[src/rtl/ice_button_conditioner_pkg.sv]
// Shared constants and helpers for the button conditioner and the stopwatch top.
package ice_pkg;

    localparam int TICK_DIV_12MHZ = 12000;

    // Channel order matches the stopwatch ui_in bit order.
    localparam int CH_START_STOP = 0;
    localparam int CH_LAP        = 1;
    localparam int CH_RESET      = 2;

    function automatic int clog2(input int value);
        int result;
        int v;
        result = 0;
        v      = value - 1;
        while (v > 0) begin
            result = result + 1;
            v      = v >> 1;
        end
        return result;
    endfunction

endpackage

[src/rtl/ice_button_conditioner_btn_channel.sv]
// One button channel: polarity fix, 2-FF synchroniser, tick-sampled debounce, edge and long-press pulses.
module btn_channel
    import ice_pkg::*;
#(
    parameter int DEB_TICKS  = 5,
    parameter int LONG_TICKS = 1000,
    parameter bit ACTIVE_LOW = 1'b0
) (
    input  logic clk_in,
    input  logic res,
    input  logic tick_i,
    input  logic raw_i,
    output logic level_o,
    output logic level_d_o,
    output logic press_o,
    output logic release_o,
    output logic long_o
);
    localparam int            CW       = clog2(DEB_TICKS + 1);
    localparam logic [CW-1:0] DEB_LAST = CW'(DEB_TICKS - 1);

    logic          sync1_q, sync2_q;
    logic          level_q, level_d;
    logic [CW-1:0] deb_q, deb_d;
    logic          press_q, release_q;

    // NOTE: every variable gets a default before the branches, so no latch is inferred.
    always_comb begin
        level_d = level_q;
        deb_d   = deb_q;
        if (tick_i) begin
            if (sync2_q == level_q) begin
                deb_d = '0;
            end else if (deb_q == DEB_LAST) begin
                level_d = sync2_q;
                deb_d   = '0;
            end else begin
                deb_d = deb_q + 1'b1;
            end
        end
    end

    // NOTE: state registers use non-blocking assignments so every flop samples pre-edge values.
    always_ff @(posedge clk_in) begin
        if (res) begin
            sync1_q   <= 1'b0;
            sync2_q   <= 1'b0;
            level_q   <= 1'b0;
            deb_q     <= '0;
            press_q   <= 1'b0;
            release_q <= 1'b0;
        end else begin
            sync1_q   <= raw_i ^ ACTIVE_LOW;
            sync2_q   <= sync1_q;
            level_q   <= level_d;
            deb_q     <= deb_d;
            press_q   <= level_d & ~level_q;
            release_q <= ~level_d & level_q;
        end
    end

    generate
        if (LONG_TICKS > 0) begin : g_long
            localparam int            HW       = clog2(LONG_TICKS + 1);
            localparam logic [HW-1:0] HOLD_MAX = HW'(LONG_TICKS);

            logic [HW-1:0] hold_q;
            logic          long_q;

            // Hold count saturates, so the pulse can fire only once per press.
            always_ff @(posedge clk_in) begin
                if (res) begin
                    hold_q <= '0;
                    long_q <= 1'b0;
                end else begin
                    long_q <= 1'b0;
                    if (!level_q) begin
                        hold_q <= '0;
                    end else if (tick_i && hold_q != HOLD_MAX) begin
                        hold_q <= hold_q + 1'b1;
                        long_q <= (hold_q == HOLD_MAX - 1'b1);
                    end
                end
            end

            assign long_o = long_q;
        end else begin : g_no_long
            assign long_o = 1'b0;
        end
    endgenerate

    assign level_o   = level_q;
    assign level_d_o = level_d;
    assign press_o   = press_q;
    assign release_o = release_q;

endmodule

[src/rtl/ice_button_conditioner.sv]
// N-channel button front end: shared sample-tick prescaler feeding one btn_channel per button.
module ice_button_conditioner
    import ice_pkg::*;
#(
    parameter int              N_CH            = 3,
    parameter int              TICK_DIV        = TICK_DIV_12MHZ,
    parameter int              DEB_TICKS       = 5,
    parameter int              LONG_TICKS      = 1000,
    parameter logic [N_CH-1:0] ACTIVE_LOW_MASK = '0
) (
    input  logic            clk_in,
    input  logic            res,
    input  logic [N_CH-1:0] i_raw,
    output logic [N_CH-1:0] o_level,
    output logic [N_CH-1:0] o_press,
    output logic [N_CH-1:0] o_release,
    output logic [N_CH-1:0] o_long,
    output logic            o_any_active,
    output logic            o_tick
);
    localparam int            PW       = (TICK_DIV > 1) ? clog2(TICK_DIV) : 1;
    localparam logic [PW-1:0] PRE_LAST = PW'(TICK_DIV - 1);

    logic [PW-1:0]   pre_q;
    logic [N_CH-1:0] level_d;
    logic            any_q;

    assign o_tick = (pre_q == PRE_LAST);

    always_ff @(posedge clk_in) begin
        if (res) begin
            pre_q <= '0;
            any_q <= 1'b0;
        end else begin
            pre_q <= o_tick ? '0 : pre_q + 1'b1;
            // Built from next-state levels so it lines up with o_level.
            any_q <= |level_d;
        end
    end

    assign o_any_active = any_q;

    generate
        for (genvar i = 0; i < N_CH; i++) begin : g_ch
            btn_channel #(
                .DEB_TICKS  (DEB_TICKS),
                .LONG_TICKS (LONG_TICKS),
                .ACTIVE_LOW (ACTIVE_LOW_MASK[i])
            ) u_ch (
                .clk_in    (clk_in),
                .res       (res),
                .tick_i    (o_tick),
                .raw_i     (i_raw[i]),
                .level_o   (o_level[i]),
                .level_d_o (level_d[i]),
                .press_o   (o_press[i]),
                .release_o (o_release[i]),
                .long_o    (o_long[i])
            );
        end
    endgenerate

endmodule

[config.mk]
export PLATFORM = sky130hd
export DESIGN_NAME = ice_button_conditioner
export DESIGN_NICKNAME = d
export VERILOG_FILES = /design/src/rtl/ice_button_conditioner_pkg.sv /design/src/rtl/ice_button_conditioner_btn_channel.sv /design/src/rtl/ice_button_conditioner.sv
export SDC_FILE = /design/constraint.sdc
export NUM_CORES = 1
export LEC_CHECK = 0
export BUFFER_PORTS_ARGS = -buffer_cell sky130_fd_sc_hd__clkbuf_2
export CAP_MARGIN = 20
export CORE_MARGIN = 2
export CORE_UTILIZATION = 47
export DETAILED_ROUTE_END_ITERATION = 12
export GPL_TIMING_DRIVEN = 0
export SYNTH_ARGS = -nofsm -noshare
export SYNTH_HDL_FRONTEND = slang
export SYNTH_HIERARCHICAL = 1
export SYNTH_SLANG_ARGS = --single-unit
[constraint.sdc]
create_clock -name clk_in -period 2.74 [get_ports clk_in]
set_input_delay 0.274 -clock clk_in [delete_from_list [all_inputs] [get_ports clk_in]]
set_output_delay 0.274 -clock clk_in [all_outputs]
set_load 0.005 [all_outputs]
==> results.json, run 1 <==
{
  "final-setup-viol-count": 0,
  "core_area_um2": 7253,
  "grt_overflow_total": 0,
  "die_h_um": 90.77,
  "hold_class": "in -> reg",
  "fin_ws_ns": 0.2798,
  "status": "complete, no violations",
  "avgSynthCellArea_um2": 9.215,
  "worst_setup_path_start_kind": "register",
  "drt_iter0_drc": 91,
  "cp_data_arrival_time_ns": 2.73,
  "cts-root-buf": "clkbuf_8",
  "rr_startpoint": "pre_q[4]",
  "final_cell_area_um2": 3949,
  "row_count": 31,
  "ir_worst_vdd_mv": 0.2444,
  "first_pass_iters": 4,
  "synth-edff-count": 0,
  "cts.sinks": 72,
  "crit_type": "reg -> reg",
  "crit_fanout": 8,
  "ys_types": 44,
  "cp-end-kind": "register",
  "hold_viol": 0,
  "ios": 19,
  "postSynthCellCount": 384,
  "period_needed_ns": 2.460,
  "leakagePower_nw": 1.455,
  "min_period_over_period_pct": 89.79,
  "multi_input_comb_area_um2": 1956,
  "diodes": 0,
  "finalWeightedCongestion": 0.7843,
  "mappedNetlistArea_um2": 3538,
  "holdPathEnd": "g_ch[2].u_ch/sync1_q",
  "yosysTopAreaCell": "dfxtp_1",
  "fmax_mhz": 406.5,
  "hpwlAfterDp_um": 4778,
  "io_buffer_count": 18,
  "dr_total_vias": 2845,
  "min_path_cells": 2,
  "wl_per_cell_um": 13.21,
  "clk_pin_slew_worst_paths_ns": 0.07,
  "grt_pass1_wl_um": 11560,
  "tns_ns": 0,
  "ant_nets": 0,
  "reg2reg_depth": 7,
  "seq_area_um2": 1441,
  "postCtsHoldBufs": 0,
  "hp-start": "i_raw[2]",
  "drive_above_1_share_pct": 14.63,
  "synth_area_leaders": "dfxtp_1 41%, ha_1 4.6%, nand3_1 4.5%, xor2_1 4.0%, or4_1 3.8%",
  "cts_tree": "built",
  "synthTopCellsByCount": "72 x dfxtp_1, 32 x nand3_1, 24 x nor2_1",
  "tightest_slew_ns": 0.4261,
  "grt_max_degree": 21,
  "place_area_um2": 3752,
  "antenna_found_initial": 0,
  "dp_cells": 501,
  "grtUsageTotal_pct": 17.11,
  "post-place-ws_ns": 0.1715,
  "syn_nets": 402,
  "synth_most_common_cell": "dfxtp_1",
  "drc": 0,
  "ys_async_sr_fraction_pct": 0,
  "slew_violations": 0,
  "grt_pass1_vias": 2606,
  "viasPerCell": 5.514,
  "synth_ff_type": "dfxtp_1",
  "relSlewSlack_pct": 71.59,
  "timing.hold.ws_ns": 0.1519,
  "rsz0062_at_grt": "false",
  "htree_levels": 3,
  "area_growth_pct": 11.60,
  "clock_tree.buffer_depth": 2,
  "fp.dieW_um": 90.77,
  "cts_setup_buffers": 0,
  "r2r_slack_ns": 0.28,
  "r2r_end": "g_ch[2].u_ch/g_long.hold_q[9]",
  "p_total_mw": 1.901,
  "ys_ff_latch": 72,
  "synth_top_area_share_pct": 40.74,
  "maxCapViolations": 0,
  "ys_warn_count": 6,
  "layoutNonFillerInstCount": 516,
  "fin_worst_skew_ns": 0.006081,
  "die_area_um2": 8238,
  "utilization_pct": 54.44,
  "power_density_nw_per_um2": 481.4,
  "critPathRequiredTime_ns": 3.01,
  "numCtsBuffers": 9,
  "post_cts_resized": 0,
  "ys_seq_area_share_pct": 40.74,
  "worstSkewPairLatency_ns": 0.33,
  "fin_nets": 431,
  "final.fill_count": 732,
  "drt-total-wl_um": 6818,
  "initial_core_util_pct": 48.78
}
layout by cell type, fill, tap and decap left out, types with 4 or more instances in the layout:
cell,count
clkbuf_8,10
nor4bb_1,6
a21oi_1,21
nand4_1,11
inv_1,16
nor3_1,10
or4_1,18
o21ai_0,6
ha_1,13
xor2_1,16
dfxtp_1,72
nand3_1,32
nor2b_1,15
clkbuf_2,18
xnor2_1,5
nand2_1,9
clkbuf_1,9
nand3b_1,9
nor3b_1,4
and4_1,6
nor2_1,24
buf_2,6
nand2b_1,12
o31ai_1,12
flip-flops by register name, summed over array words and instances, names as in the netlist:
name and flops:
g_ch.u_ch/g_long.hold_q 30, pre_q 14, g_ch.u_ch/deb_q 9, g_ch.u_ch/level_o 3, g_ch.u_ch/long_o 3, g_ch.u_ch/press_o 3
g_ch.u_ch/release_o 3, g_ch.u_ch/sync1_q 3, g_ch.u_ch/sync2_q 3, o_any_active 1
worst max-delay path, stage by stage, from the launching register on:
cell and delay (ns):
dfxtp_1 0.31, clkbuf_1 0.30, nand4_1 0.23, nor4_4 0.47
buf_2 0.27, nand4_2 0.18, or4_1 0.50, a21oi_1 0.15
power by group:
group	total [mW]	internal, mW	switching [mW]
clock	0.808	0.440	0.368
combinational	0.0331	0.0137	0.0194
sequential	1.06	1.05	0.00573
total	1.90	1.51	0.393
worst max path at each step:
stage	startpoint	end	cells past startpoint	slack, ns
after floorplan	pre_q[5]	g_ch[0].u_ch/g_long.hold_q[9]	6	0.58
after global placement	pre_q[4]	g_ch[1].u_ch/g_long.hold_q[9]	7	0.16
after detailed placement	pre_q[4]	g_ch[1].u_ch/g_long.hold_q[9]	7	0.17
after CTS	pre_q[4]	g_ch[1].u_ch/g_long.hold_q[9]	7	0.15
after global routing	pre_q[4]	g_ch[1].u_ch/g_long.hold_q[0]	8	0.1
final	pre_q[4]	g_ch[2].u_ch/g_long.hold_q[9]	7	0.28
per-layer routing:
| layer | global-route usage (%) | part of all wire [%] | vias up |
|---|---|---|---|
| li1 | - | - | 1467 |
| met5 | 0 | 0 | - |
| met3 | 5.426 | 3.1 | 10 |
| met1 | 20.35 | 49 | 1338 |
| met4 | 6.410 | 1.6 | 0 |
| met2 | 28.79 | 46 | 30 |
final cells by class:
class / instances / area share [%]
tap: 99 / 3.137
buffer: 17 / 2.281
inverter: 16 / 1.521
timing repair buffer: 18 / 2.281
clock inverter: 3 / 1.077
clock buffer: 12 / 3.676
multi-input combinational: 279 / 49.52
sequential: 72 / 36.50
logic make-up (layout without fill, tap and decap cells):
family,count (synthesis),count (layout),share of synthesized area (%)
AND/OR/NAND/NOR,182,182,33.56
adder cells (fa/ha/maj),13,13,4.597
multiplexers,3,3,0.9547
buffers and inverters,33,66,4.243
AO/OA/AOI/OAI,60,60,10.71
flip-flops,72,72,40.74
XOR/XNOR,21,21,5.198
Note: power is estimated with default switching activity, not from simulation.
==> run 2: changes to the inputs <==
CTS_BUF_LIST = sky130_fd_sc_hd__clkbuf_2 sky130_fd_sc_hd__clkbuf_4 sky130_fd_sc_hd__clkbuf_8   (was unset)
==> run 2 against run 1 <==
Compared with the run above: clock power up 2.6%; critical path depth unchanged; core utilization up 0.10 points; maximum frequency about the same; die area unchanged; design area up 0.19%; combinational power about the same; clock-buffer cell count unchanged; non-clock buffer count unchanged; register-to-register slack about the same; sequential power about the same; total power up 1.1%.
==> results.json, run 2 (synthesized netlist as in run 1, its figures left out) <==
{
  "status": "complete, no violations",
  "final.fill_count": 730,
  "largestRegisters": "g_ch.u_ch/g_long.hold_q x30, pre_q x14, g_ch.u_ch/deb_q x9",
  "cts-root-buf": "clkbuf_8",
  "clk_pin_slew_worst_paths_ns": 0.07,
  "maxCapViolations": 0,
  "fin_nets": 431,
  "cp-end-kind": "register",
  "initial_core_util_pct": 48.78,
  "critPathRequiredTime_ns": 3.01,
  "postCtsHoldBufs": 0,
  "fmax_mhz": 406.8,
  "reg2reg_depth": 7,
  "drc": 0,
  "leakagePower_nw": 1.461,
  "first_pass_iters": 4,
  "intPower_mw": 1.527,
  "die_area_um2": 8238,
  "grt_overflow_total": 0,
  "grt_max_degree": 21,
  "cp_data_arrival_time_ns": 2.73,
  "slew_violations": 0,
  "drt_iter0_drc": 93,
  "power_density_nw_per_um2": 485.6,
  "hold_class": "in -> reg",
  "worstSkewPairLatency_ns": 0.33,
  "row_count": 31,
  "dp_cells": 501,
  "rr_startpoint": "pre_q[4]",
  "die_h_um": 90.77,
  "drt-total-wl_um": 6839,
  "wl_per_cell_um": 13.25,
  "ant_nets": 0,
  "switching_share_pct": 20.51,
  "hpwlAfterDp_um": 4778,
  "top_register": "g_ch.u_ch/g_long.hold_q",
  "dr_total_vias": 2858,
  "area_growth_pct": 11.81,
  "slowest_stage": "or4_1",
  "holdPathEnd": "g_ch[2].u_ch/sync1_q",
  "r2r_end": "g_ch[2].u_ch/g_long.hold_q[9]",
  "diodes": 0,
  "final_common_cell": "dfxtp_1",
  "tightest_slew_ns": 0.4241,
  "hold_viol": 0,
  "largest_register_ff_count": 30,
  "clkPwrFrac_pct": 43.1,
  "crit_chain": "clkbuf_1 > nand4_1 > nor4_4 > buf_2 > nand4_2 > or4_1 > a21oi_1",
  "drive_above_1_share_pct": 15.11,
  "r2r_slack_ns": 0.28,
  "rsz0062_at_grt": "false",
  "clock_tree.buffer_depth": 2,
  "final_cell_mix": "72 x dfxtp_1, 32 x nand3_1, 24 x nor2_1, 21 x a21oi_1",
  "final-setup-viol-count": 0,
  "place_area_um2": 3752,
  "htree_levels": 3,
  "fin_worst_skew_ns": 0.005294,
  "cts.sinks": 72,
  "grtUsageTotal_pct": 17.15,
  "final_cell_area_um2": 3956,
  "relSlewSlack_pct": 71.73,
  "period_needed_ns": 2.458,
  "hp-start": "i_raw[2]",
  "crit_fanout": 8,
  "ir_worst_vdd_mv": 0.2444,
  "min_period_over_period_pct": 89.71,
  "seq_area_um2": 1441,
  "min_path_cells": 2,
  "crit_path_max_incr_delay_ns": 0.50,
  "p_switching_mw": 0.3941,
  "ios": 19,
  "tns_ns": 0,
  "seq_power_share_pct": 55.1,
  "fp.dieW_um": 90.77,
  "viasPerCell": 5.539,
  "cts_tree": "built",
  "multi_input_comb_area_um2": 1956,
  "core_area_um2": 7253,
  "grt_pass1_wl_um": 11610,
  "layoutNonFillerInstCount": 516,
  "io_buffer_count": 18,
  "finalWeightedCongestion": 0.7843,
  "grt_pass1_vias": 2602,
  "antenna_found_initial": 0,
  "numCtsBuffers": 9,
  "crit_type": "reg -> reg",
  "worst_setup_path_start_kind": "register",
  "combPwrFrac_pct": 1.7
}
==> run 2: cell counts in the layout (fill, tap and decap cells not counted) <==
No cell type changed its count.
==> run 2: worst max-delay path: cells and delay by family, from the launching register on <==
kind / cells / cell delay [ns]
AO/OA/AOI/OAI: 1 / 0.15
buffers and inverters: 2 / 0.57
flip-flops: 1 / 0.31
AND/OR/NAND/NOR: 4 / 1.37
==> run 2: per-layer routing <==
metal	vias up	global-route usage [%]	wire [µm]
met5	-	0	0
met4	0	6.410	109
met3	10	5.426	226
met2	34	28.73	3163
met1	1344	20.51	3339
li1	1470	-	-
==> run 2: power by group through the flow <==
stage / clock network (mW) / registers, mW / logic (mW)
global placement: 0 / 1.08 / 0.0334
finish: 0.829 / 1.06 / 0.0332
global route: 0.912 / 1.06 / 0.0372
floorplan: 0 / 1.08 / 0.0222
detailed placement: 0 / 1.08 / 0.0334
CTS: 0.865 / 1.06 / 0.0334
==> run 2: cell type report <==
class,instances,area share [%]
well taps,99,3.131
plain buffers,17,2.277
clock buffers,12,3.858
repair buffers,18,2.277
inverters,16,1.518
flip-flops and latches,72,36.43
clock inverters,3,1.075
multi-input cells,279,49.43
==> run 2: what timing repair did <==
item / CTS / global route
endpoints found under the setup margin: 0 / 4
setup buffers: 0 / 0
endpoints found under the hold margin: 0 / 0
gates resized for setup: 0 / 1
==> run 2: stage by stage <==
step	hold slack [ns]	worst slack (ns)	util [%]	power, mW
6_report	0.1519	0.2821	54.55	1.921
5_1_grt	0.1306	0.09701	54.55	2.009
3_3_place_gp	0.4200	0.1602	51.73	1.117
2_1_floorplan	0.3464	0.5781	-	1.105
4_1_cts	0.1349	0.1533	54.42	1.958
3_5_place_dp	0.4283	0.1715	51.73	1.117
==> run 2: worst max-delay path by stage <==
stage	to	start
2_1_floorplan	g_ch[0].u_ch/g_long.hold_q[9]	pre_q[5]
3_3_place_gp	g_ch[1].u_ch/g_long.hold_q[9]	pre_q[4]
3_5_place_dp	g_ch[1].u_ch/g_long.hold_q[9]	pre_q[4]
4_1_cts	g_ch[1].u_ch/g_long.hold_q[9]	pre_q[4]
5_1_grt	g_ch[1].u_ch/g_long.hold_q[0]	pre_q[4]
6_report	g_ch[2].u_ch/g_long.hold_q[9]	pre_q[4]
==> run 3: changes to the inputs <==
CTS_BUF_LIST = sky130_fd_sc_hd__clkbuf_8   (was sky130_fd_sc_hd__clkbuf_2 sky130_fd_sc_hd__clkbuf_4 sky130_fd_sc_hd__clkbuf_8)
==> run 3 against run 2 <==
Compared with the run above: sequential power is essentially flat; sequential share of layout area grew 0.069 points; critical endpoint unchanged; worst setup slack is essentially flat; register-to-register slack is essentially flat; non-clock buffer count is the same; design area shrank 0.19%.
==> results.json, run 3 (synthesized netlist as in run 1, its figures left out) <==
{
  "grt_pass1_wl_um": 11590,
  "maxCapViolations": 0,
  "crit_type": "reg -> reg",
  "dr_total_vias": 2857,
  "viasPerCell": 5.537,
  "cts.sinks": 72,
  "relSlewSlack_pct": 71.63,
  "ios": 19,
  "area_growth_pct": 11.60,
  "ant_nets": 0,
  "drt_iter0_drc": 96,
  "die_area_um2": 8238,
  "min_period_over_period_pct": 89.71,
  "tns_ns": 0,
  "fmax_mhz": 406.8,
  "initial_core_util_pct": 48.78,
  "fin_worst_skew_ns": 0.005691,
  "top_register": "g_ch.u_ch/g_long.hold_q",
  "finalWeightedCongestion": 0.7843,
  "intPower_mw": 1.500,
  "reg2reg_depth": 7,
  "hpwlAfterDp_um": 4778,
  "grtUsageTotal_pct": 17.13,
  "drive_above_1_share_pct": 14.63,
  "final-setup-viol-count": 0,
  "clock_tree.buffer_depth": 2,
  "grt_max_degree": 21,
  "switching_share_pct": 20.85,
  "hold_viol": 0,
  "cp-end-kind": "register",
  "largestRegisters": "g_ch.u_ch/g_long.hold_q x30, pre_q x14, g_ch.u_ch/deb_q x9",
  "clkPwrFrac_pct": 42.3,
  "fp.dieW_um": 90.77,
  "clk_pin_slew_worst_paths_ns": 0.07,
  "ir_worst_vdd_mv": 0.2444,
  "combPwrFrac_pct": 1.8,
  "leakagePower_nw": 1.463,
  "r2r_slack_ns": 0.28,
  "core_area_um2": 7253,
  "io_buffer_count": 18,
  "post_cts_resized": 0,
  "cp_data_arrival_time_ns": 2.73,
  "fin_nets": 431,
  "final_cell_mix": "72 x dfxtp_1, 32 x nand3_1, 24 x nor2_1, 21 x a21oi_1",
  "postCtsHoldBufs": 0,
  "min_path_cells": 2,
  "wl_per_cell_um": 13.30,
  "cts_tree": "built",
  "rsz0062_at_grt": "false",
  "worstSkewPairLatency_ns": 0.33,
  "p_total_mw": 1.895,
  "worst_setup_path_start_kind": "register",
  "first_pass_iters": 5,
  "slew_violations": 0,
  "hold_class": "in -> reg",
  "cts-root-buf": "clkbuf_8",
  "seq_power_share_pct": 55.9,
  "rr_startpoint": "pre_q[4]",
  "cts_setup_buffers": 0,
  "period_needed_ns": 2.458,
  "holdPathEnd": "g_ch[2].u_ch/sync1_q",
  "r2r_end": "g_ch[2].u_ch/g_long.hold_q[9]",
  "power_density_nw_per_um2": 479.9,
  "grt_overflow_total": 0,
  "drc": 0,
  "critPathRequiredTime_ns": 3.01,
  "grt_pass1_vias": 2606,
  "row_count": 31,
  "status": "complete, no violations",
  "tightest_slew_ns": 0.4255,
  "largest_register_ff_count": 30,
  "final_common_cell": "dfxtp_1",
  "numCtsBuffers": 9,
  "die_h_um": 90.77,
  "hp-start": "i_raw[2]",
  "p_switching_mw": 0.3950,
  "crit_fanout": 8,
  "antenna_found_initial": 0,
  "htree_levels": 3,
  "drt-total-wl_um": 6862,
  "diodes": 0
}
## run 3: changes by cell type in the layout (fill, tap and decap cells not counted), sizes merged
cell	change
inv	+2
clkbuf	-2
## run 3: critical path, stage by stage, from the launching register on
cell	delay, ns
dfxtp_1	0.31
clkbuf_1	0.30
nand4_1	0.23
nor4_4	0.47
buf_2	0.27
nand4_2	0.17
or4_1	0.50
a21oi_1	0.15
## run 3: layer usage
layer | routed length, µm | up-vias | global-route usage, %
li1 | - | 1467 | -
met1 | 3371 | 1351 | 20.41
met2 | 3182 | 29 | 28.79
met3 | 199 | 10 | 5.426
met4 | 109 | 0 | 6.410
met5 | 0 | - | 0
## run 3: how the worst max path moves through the flow
stage,from,end,slack (ns),depth (start not counted)
3_5_place_dp,pre_q[4],g_ch[1].u_ch/g_long.hold_q[9],0.17,7
3_3_place_gp,pre_q[4],g_ch[1].u_ch/g_long.hold_q[9],0.16,7
6_report,pre_q[4],g_ch[2].u_ch/g_long.hold_q[9],0.28,7
2_1_floorplan,pre_q[5],g_ch[0].u_ch/g_long.hold_q[9],0.58,6
5_1_grt,pre_q[4],g_ch[1].u_ch/g_long.hold_q[0],0.1,8
4_1_cts,pre_q[4],g_ch[1].u_ch/g_long.hold_q[9],0.15,7
## run 3: power by group through the flow
stage | logic, mW | clock network, mW | registers [mW]
2_1_floorplan | 0.0222 | 0 | 1.08
3_3_place_gp | 0.0334 | 0 | 1.08
3_5_place_dp | 0.0334 | 0 | 1.08
4_1_cts | 0.0334 | 0.838 | 1.06
5_1_grt | 0.0372 | 0.885 | 1.06
6_report | 0.0333 | 0.802 | 1.06
## run 3: metrics by stage
stage	cell area, µm²	setup slack, ns	std cells	hold WS [ns]	util, %
after global routing	3949	0.09701	516	0.1304	54.44
after global placement	3752	0.1602	501	0.4200	51.73
after floorplan	3538	0.5781	384	0.3464	-
after detailed placement	3752	0.1715	501	0.4283	51.73
final	3949	0.2820	516	0.1516	54.44
after CTS	3940	0.1533	516	0.1349	54.32
## run 3: final cells by class
type	count	area, µm²
inverter	16	60.06
sequential	72	1441
tap	99	123.9
fill	732	3304
buffer	17	90.09
clock buffer	10	137.6
timing repair buffer	18	90.09
multi-input combinational	279	1956
clock inverter	5	50.05
